$ cat config.mk
export PLATFORM = sky130hd
export DESIGN_NAME = cursor_move_sched
export DESIGN_NICKNAME = d
export VERILOG_FILES = /design/src/rtl/cursor_move_sched.sv
export SDC_FILE = /design/constraint.sdc
export NUM_CORES = 1
export LEC_CHECK = 0
export BUFFER_PORTS_ARGS = -buffer_cell sky130_fd_sc_hd__clkbuf_2
export CORE_MARGIN = 3
export CORE_UTILIZATION = 25
export DETAILED_ROUTE_END_ITERATION = 6
export GPL_TIMING_DRIVEN = 0
export PLACE_DENSITY = 0.5
export SYNTH_ARGS = -nofsm -noshare
export SYNTH_HDL_FRONTEND = slang
export SYNTH_SLANG_ARGS = --single-unit
$ cat constraint.sdc
create_clock -name clk -period 4.12 [get_ports clk]
set_clock_uncertainty 0.2 [all_clocks]
set_input_delay 0.618 -clock clk [delete_from_list [all_inputs] [get_ports clk]]
set_output_delay 0.618 -clock clk [all_outputs]
set_load 0.02 [all_outputs]
$ cat src/rtl/cursor_move_sched.sv
// Frame-synchronous cursor mover: button pulses are serialised into a small
// command FIFO and exactly one queued move is applied per frame at vsync assertion.
module cursor_move_sched #(
  parameter int   GRID_W       = 8,
  parameter int   GRID_H       = 12,
  parameter bit   WRAP         = 1'b0,
  parameter int   FIFO_DEPTH   = 4,
  parameter logic VSYNC_ACTIVE = 1'b0
) (
  input  logic       clk,
  input  logic       rst_n,
  input  logic       btn_up,
  input  logic       btn_down,
  input  logic       btn_left,
  input  logic       btn_right,
  input  logic       vsync,
  output logic [2:0] cursor_x,
  output logic [3:0] cursor_y,
  output logic       cursor_upd,
  output logic       fifo_full,
  output logic [7:0] drop_cnt
);

  localparam int         AW       = $clog2(FIFO_DEPTH);
  localparam logic [2:0] X_MAX    = 3'(GRID_W - 1);
  localparam logic [3:0] Y_MAX    = 4'(GRID_H - 1);
  localparam logic [1:0] CMD_UP   = 2'd0;
  localparam logic [1:0] CMD_DOWN = 2'd1;
  localparam logic [1:0] CMD_LEFT = 2'd2;
  localparam logic [1:0] CMD_RGHT = 2'd3;

  logic [3:0]  btn;
  logic [3:0]  pend_q, pend_d;
  logic [1:0]  mem_q [FIFO_DEPTH];
  logic [1:0]  mem_d [FIFO_DEPTH];
  logic [AW:0] wr_ptr_q, wr_ptr_d;
  logic [AW:0] rd_ptr_q, rd_ptr_d;
  logic        full_q, full_d;
  logic        vsync_d_q, vsync_d_d;
  logic [2:0]  x_q, x_d;
  logic [3:0]  y_q, y_d;
  logic        upd_q, upd_d;
  logic [7:0]  drop_q, drop_d;

  logic        empty, fb, pop, push;
  logic [1:0]  sel, cmd;
  logic [3:0]  clr, drops;
  logic [2:0]  ndrop;
  logic [8:0]  drop_sum;

  assign btn = {btn_right, btn_left, btn_down, btn_up};

  always_comb begin
    empty     = (wr_ptr_q == rd_ptr_q);
    fb        = (vsync == VSYNC_ACTIVE) && (vsync_d_q != VSYNC_ACTIVE);
    // Pop is decided on the pre-push pointers, so a same-cycle push into an
    // empty FIFO waits for the next frame.
    pop       = fb && !empty;
    push      = (|pend_q) && (!full_q || pop);
    vsync_d_d = vsync;

    if (pend_q[0])      sel = CMD_UP;
    else if (pend_q[1]) sel = CMD_DOWN;
    else if (pend_q[2]) sel = CMD_LEFT;
    else                sel = CMD_RGHT;

    clr    = push ? (4'b0001 << sel) : 4'b0000;
    drops  = btn & pend_q & ~clr;
    pend_d = (pend_q & ~clr) | btn;

    ndrop    = 3'(drops[0]) + 3'(drops[1]) + 3'(drops[2]) + 3'(drops[3]);
    drop_sum = {1'b0, drop_q} + {6'b000000, ndrop};
    drop_d   = drop_sum[8] ? 8'hFF : drop_sum[7:0];

    for (int i = 0; i < FIFO_DEPTH; i++) mem_d[i] = mem_q[i];
    if (push) mem_d[wr_ptr_q[AW-1:0]] = sel;

    wr_ptr_d = push ? wr_ptr_q + 1'b1 : wr_ptr_q;
    rd_ptr_d = pop  ? rd_ptr_q + 1'b1 : rd_ptr_q;
    full_d   = (wr_ptr_d[AW] != rd_ptr_d[AW]) && (wr_ptr_d[AW-1:0] == rd_ptr_d[AW-1:0]);

    cmd   = mem_q[rd_ptr_q[AW-1:0]];
    x_d   = x_q;
    y_d   = y_q;
    upd_d = pop;
    if (pop) begin
      case (cmd)
        CMD_UP: begin
          if (y_q == 4'd0) y_d = WRAP ? Y_MAX : y_q;
          else             y_d = y_q - 4'd1;
        end
        CMD_DOWN: begin
          if (y_q == Y_MAX) y_d = WRAP ? 4'd0 : y_q;
          else              y_d = y_q + 4'd1;
        end
        CMD_LEFT: begin
          if (x_q == 3'd0) x_d = WRAP ? X_MAX : x_q;
          else             x_d = x_q - 3'd1;
        end
        default: begin
          if (x_q == X_MAX) x_d = WRAP ? 3'd0 : x_q;
          else              x_d = x_q + 3'd1;
        end
      endcase
    end
  end

  always_ff @(posedge clk or negedge rst_n) begin
    if (!rst_n) begin
      pend_q    <= 4'b0000;
      wr_ptr_q  <= '0;
      rd_ptr_q  <= '0;
      full_q    <= 1'b0;
      vsync_d_q <= ~VSYNC_ACTIVE;
      x_q       <= 3'd0;
      y_q       <= 4'd0;
      upd_q     <= 1'b0;
      drop_q    <= 8'd0;
      for (int i = 0; i < FIFO_DEPTH; i++) mem_q[i] <= 2'd0;
    end else begin
      pend_q    <= pend_d;
      wr_ptr_q  <= wr_ptr_d;
      rd_ptr_q  <= rd_ptr_d;
      full_q    <= full_d;
      vsync_d_q <= vsync_d_d;
      x_q       <= x_d;
      y_q       <= y_d;
      upd_q     <= upd_d;
      drop_q    <= drop_d;
      for (int i = 0; i < FIFO_DEPTH; i++) mem_q[i] <= mem_d[i];
    end
  end

  assign cursor_x   = x_q;
  assign cursor_y   = y_q;
  assign cursor_upd = upd_q;
  assign fifo_full  = full_q;
  assign drop_cnt   = drop_q;

endmodule

# == Word-level counts from Yosys, hierarchy flattened ==
# Index checks and enable logic that the tools add are counted.
# word_totals
reg_bits,36
output_inout_bits,17
wordCells,82
in_bits,7
# op_classes
n_addsub,10
n_eq_ne,11
mux,19
shifts,1
bitwise_logic,9
order_cmp,3
n_reduce_logical,16
# ops
cell,n
$and 4x4->4,3
$mux 3,4
$mux 4,3
$mux 2,5
$add 3x1->3 const B,3
$add 8x3->9,1
$bwmux 8,1
$mux 8,1
$pmux 4 s2,1
$reduce_and 4->1,2
$ge 3x3->1 const B,2
$ne 2x2->1 const B,3
$not 2->3,2
$pmux 3 s2,1
$logic_and 1x1->1,5
$add 4x1->4 const B,1
$bmux 2 s2,1
$demux 2 s2,1
$eq 4x4->1 const B,1
$logic_not 4->1,1
$not 4->4,1
$or 4x4->4,1
$reduce_or 4->1,1
$shl 1x2->4 const A,1
other kinds (21),23

# == Longest topological paths before layout ==
# depth
word_depth,13
ltp_mapped,13
ltp_nobuf,11

# == Worst setup path before layout ==
# Ideal clock, no wire load.
# synth_path
kind,reg2reg
from,register rd_ptr_q[0]
to,"register drop_q[3], in the netlist drop_cnt[3]"
synth_period_minus_slack_ns,3.630
path_buffers,2
setup_ns,0.083
arrival_ns,3.347
required_time_ns,3.837
path_stages_with_launch,14
setup_slack_ns,0.490
cell_sequence,dfrtp_1 -> buf_6 -> xor2_1 -> o31ai_4 -> and2_1 -> clkbuf_1 -> nand3_1 -> fa_1 -> fa_1 -> inv_1 -> fa_1 -> and4_1 -> nand4_1 -> o21ai_0
# synth_between
elab_chain_len,13
# synth_lines
item,line_no,source
start: declaration,37,"logic [AW:0] rd_ptr_q, rd_ptr_d;"
start signal: assignment,123,rd_ptr_q <= rd_ptr_d;
$eq 3x3->1 *,54,empty = (wr_ptr_q == rd_ptr_q);
$logic_not 1->1 *,58,pop = fb && !empty;
$logic_and 1x1->1 *,58,
$logic_or 1x1->1 *,59,push = (|pend_q) && (!full_q || pop);
$logic_and 1x1->1 *,59,
$mux 4 *,67,clr = push ? (4'b0001 << sel) : 4'b0000;
$not 4->4 *,68,drops = btn & pend_q & ~clr;
$and 4x4->4 *,68,
$add 1x1->2,71,ndrop = 3'(drops[0]) + 3'(drops[1]) + 3'(drops[2]) + 3'(drops[3]);
$add 2x1->3,71,
$add 3x1->3 *,71,
$add 8x3->9 *,72,"drop_sum = {1'b0, drop_q} + {6'b000000, ndrop};"
$mux 8 *,73,drop_d = drop_sum[8] ? 8'hFF : drop_sum[7:0];
named net drop_d[3],43,"logic [7:0] drop_q, drop_d;"
end signal: assignment,129,drop_q <= drop_d;
end: declaration,43,
# The timed path passes the listed nets; every way through them passes the cells marked *.
# A chain may end at the register's enable or synchronous reset.

# == Final worst setup path ==
# layout_path
from,register rd_ptr_q[0]
to,"register drop_q[4], in the netlist drop_cnt[4]"
# Same word-level chain as after synthesis.

==> reports/summary.txt <==
Non-Filler Instances -> 306
Worst setup EP type -> flop
Clk slew on worst S/H paths -> 0.07 ns
Final routed DRC violation total -> 0
Ports -> 24
Cell Area, Synth -> 2040 um2
Proportion of netlist area held by the largest area contributor -> 42.9%
Avg WL per Cell -> 12.3 um
Full die area -> 9290 um2
Most frequent cells in the layout -> dfrtp_1, clkbuf_2, xnor2_1
Post-cts hold buffer count -> 0
WS Path Type -> reg2reg
Sequential cell area fraction in the yosys report -> 44.2%
Post-synthesis cell type count -> 48
Drt total wl -> 3.76 mm
CP Launch Type -> flop
Worst R2R Path Depth -> 12
Clock latency on the worst-skew pair -> 0.28 ns
Yosys reg bits -> 36
Commonest non-fill, non-tap cell in the layout -> dfrtp_1
Placed Cells -> 296
First-pass GRT wire length -> 6.63 mm
Register Area -> 902 um2
Fin nets -> 223
HP Class -> in2reg
RSZ-0062 raised after global routing -> false
Largest net degree at the start of global routing -> 37
Final hold violations -> 0
Multi-input gate area -> 1080 um2
Total Routing Usage GR -> 9.17%
Max H-tree Level -> 2
Max_slew headroom -> 35.9%
WP data arrival -> 3.85 ns
Cells after Synth -> 171
Critical-path maximum fanout -> 8
Syn_area_per_cell -> 11.9 um2
Vias in the first global route -> 1383
Yosys top cell by area -> dfrtp_1
Share of layout cells above drive strength 1 -> 27.9%
Reported max-cap violation count -> 0
Die Y -> 96.4 um
Antenna cells -> 0
Mapped Nets -> 191
Post-route ant nets -> 0
Area of the core -> 7850 um2
Post CTS Setup Buffer Count -> 0
Vias per Instance -> 4.31
Clock buffer depth -> 2
Slew Viols, Final -> 0
RePlAce Congestion -> 0.717
Worst hold path depth -> 1
Initial DRC Count -> 63
DP HPWL -> 2.72 mm
Synth warn -> 0
Via count -> 1318
Initial core utilization -> 26.0%
CTS tree -> done
Hold Worst Slack -> 0.235 ns
First drt pass iteration count -> 4
TritonCTS buffer count -> 5
Initial antenna violation count -> 0
CTS Root Cell -> clkbuf_8
Peak VDD IR -> 0.000271 V
Port bufs -> 23
CP Data Required Time -> 4.12 ns
Max Clock Freq -> 260 MHz
Dominant cells by area after synthesis -> dfrtp_1, xnor2_1, fa_1, ha_1, mux2_2
GR Overflow Total -> 0
Period utilization -> 93.3%
Worst slew pin tran -> 0.961 ns
Endpoints failing setup -> 0
Final min period -> 3.85 ns
Status -> finished clean
Leak pwr -> 1.09 nW
Fillers -> 844
Chip width -> 96.4 um
PwrDens -> 840 nW/um2
Rows -> 32
Post-CTS sizing -> 0
CTS sink count -> 36
Syn-to-layout area delta -> 17.2%
stage by stage:
step                      setup TNS, ns  setup WS [ns]  utilization (%)  power (mW)  instance area (um2)
final                                 0          0.274             30.5        2.01                 2390
after global routing                  0         0.0239             30.5        2.22                 2390
after CTS                             0        0.00263             30.3        2.04                 2380
after detailed placement       -0.00172       -0.00172             29.1        1.77                 2290
after global placement                0         0.0397             29.1        1.76                 2290
after floorplan                       0          0.490                -        1.52                 2040
routing by layer:
metal  share of wire, %  vias to the layer above  routed length (um)  global-route usage [%]
met4               0.98                        0                  37                    3.15
met2                 47                       18                1760                    14.7
met3                4.2                        2                 159                    2.56
met1                 48                      634                1800                    11.9
li1                   -                      664                   -                       -
met5                  0                        -                   0                       0
critical path, cell delays in order, from the launching register on:
cell and delay [ns]:
dfrtp_1 0.40, buf_6 0.14, xor2_1 0.19, o31ai_4 0.34, and2_1 0.34, nand3_1 0.15
fa_1 0.50, fa_1 0.42, inv_1 0.09, fa_1 0.24, and4_1 0.30, nand4_1 0.28
o21ai_0 0.16
area by class of cell:
class | instances | area share, %
Buffer | 2 | 0.679
Clock buffer | 8 | 3.76
Inverter | 11 | 1.83
Multi-Input combinational cell | 121 | 45.0
Sequential cell | 36 | 37.7
Tap cell | 102 | 5.33
Timing Repair Buffer | 26 | 5.75
report_power, final:
group | total, mW | internal [mW] | switching, mW
Combinational | 1.07 | 0.511 | 0.556
Sequential | 0.685 | 0.508 | 0.177
Clock | 0.259 | 0.137 | 0.123
Total | 2.01 | 1.16 | 0.856
path summary, 6_finish.rpt:
path / startpoint / endpoint / slack [ns]
max in group asynchronous: rst_n / wr_ptr_q[1] / 2.84
hold / removal: vsync / vsync_d_q / 0.23
hold reg to reg: mem_q[1] / mem_q[1] / 0.29
setup reg to reg: rd_ptr_q[0] / drop_cnt[4] / 0.27
setup / recovery: rd_ptr_q[0] / drop_cnt[4] / 0.27
min in group asynchronous: rst_n / drop_cnt[4] / 0.28
flip-flops by register name (all words and copies together) (netlist names):
| register | cells |
|---|---|
| drop_cnt | 8 |
| mem_q | 8 |
| cursor_y | 4 |
| pend_q | 4 |
| cursor_x | 3 |
| rd_ptr_q | 3 |
| wr_ptr_q | 3 |
| cursor_upd | 1 |
| fifo_full | 1 |
| vsync_d_q | 1 |
synth_stat cells (all sizes together):
cell and count:
dfrtp 35, xnor2 13, inv 11, nand2 11, mux2 9, a21oi 8
ha 8, o21ai 7, nand2b 6, fa 5, mux2i 5, nand3 5
nor2 5, xor2 5, a21o 4, a31oi 4, nand4 3, o211ai 3
o31ai 3, and3 2, buf 2, mux4 2, nor2b 2, o311ai 2
and2 1, and4 1, and4b 1, clkbuf 1, dfstp 1, nor3 1
nor4 1, o22ai 1, or2 1, or4 1, xnor3 1
cells by family (layout without fill, tap and decap cells):
kind of cell,after synthesis,count (layout),share of synthesized area [%]
flip-flops,36,36,44.2
AND/OR/NAND/NOR,41,41,11.7
adder cells (fa/ha/maj),13,13,9.80
AO/OA/AOI/OAI,32,32,11.7
XOR/XNOR,19,19,9.55
buffers and inverters,14,47,3.12
multiplexers,16,16,9.98
(Power assumes the default switching activity.)
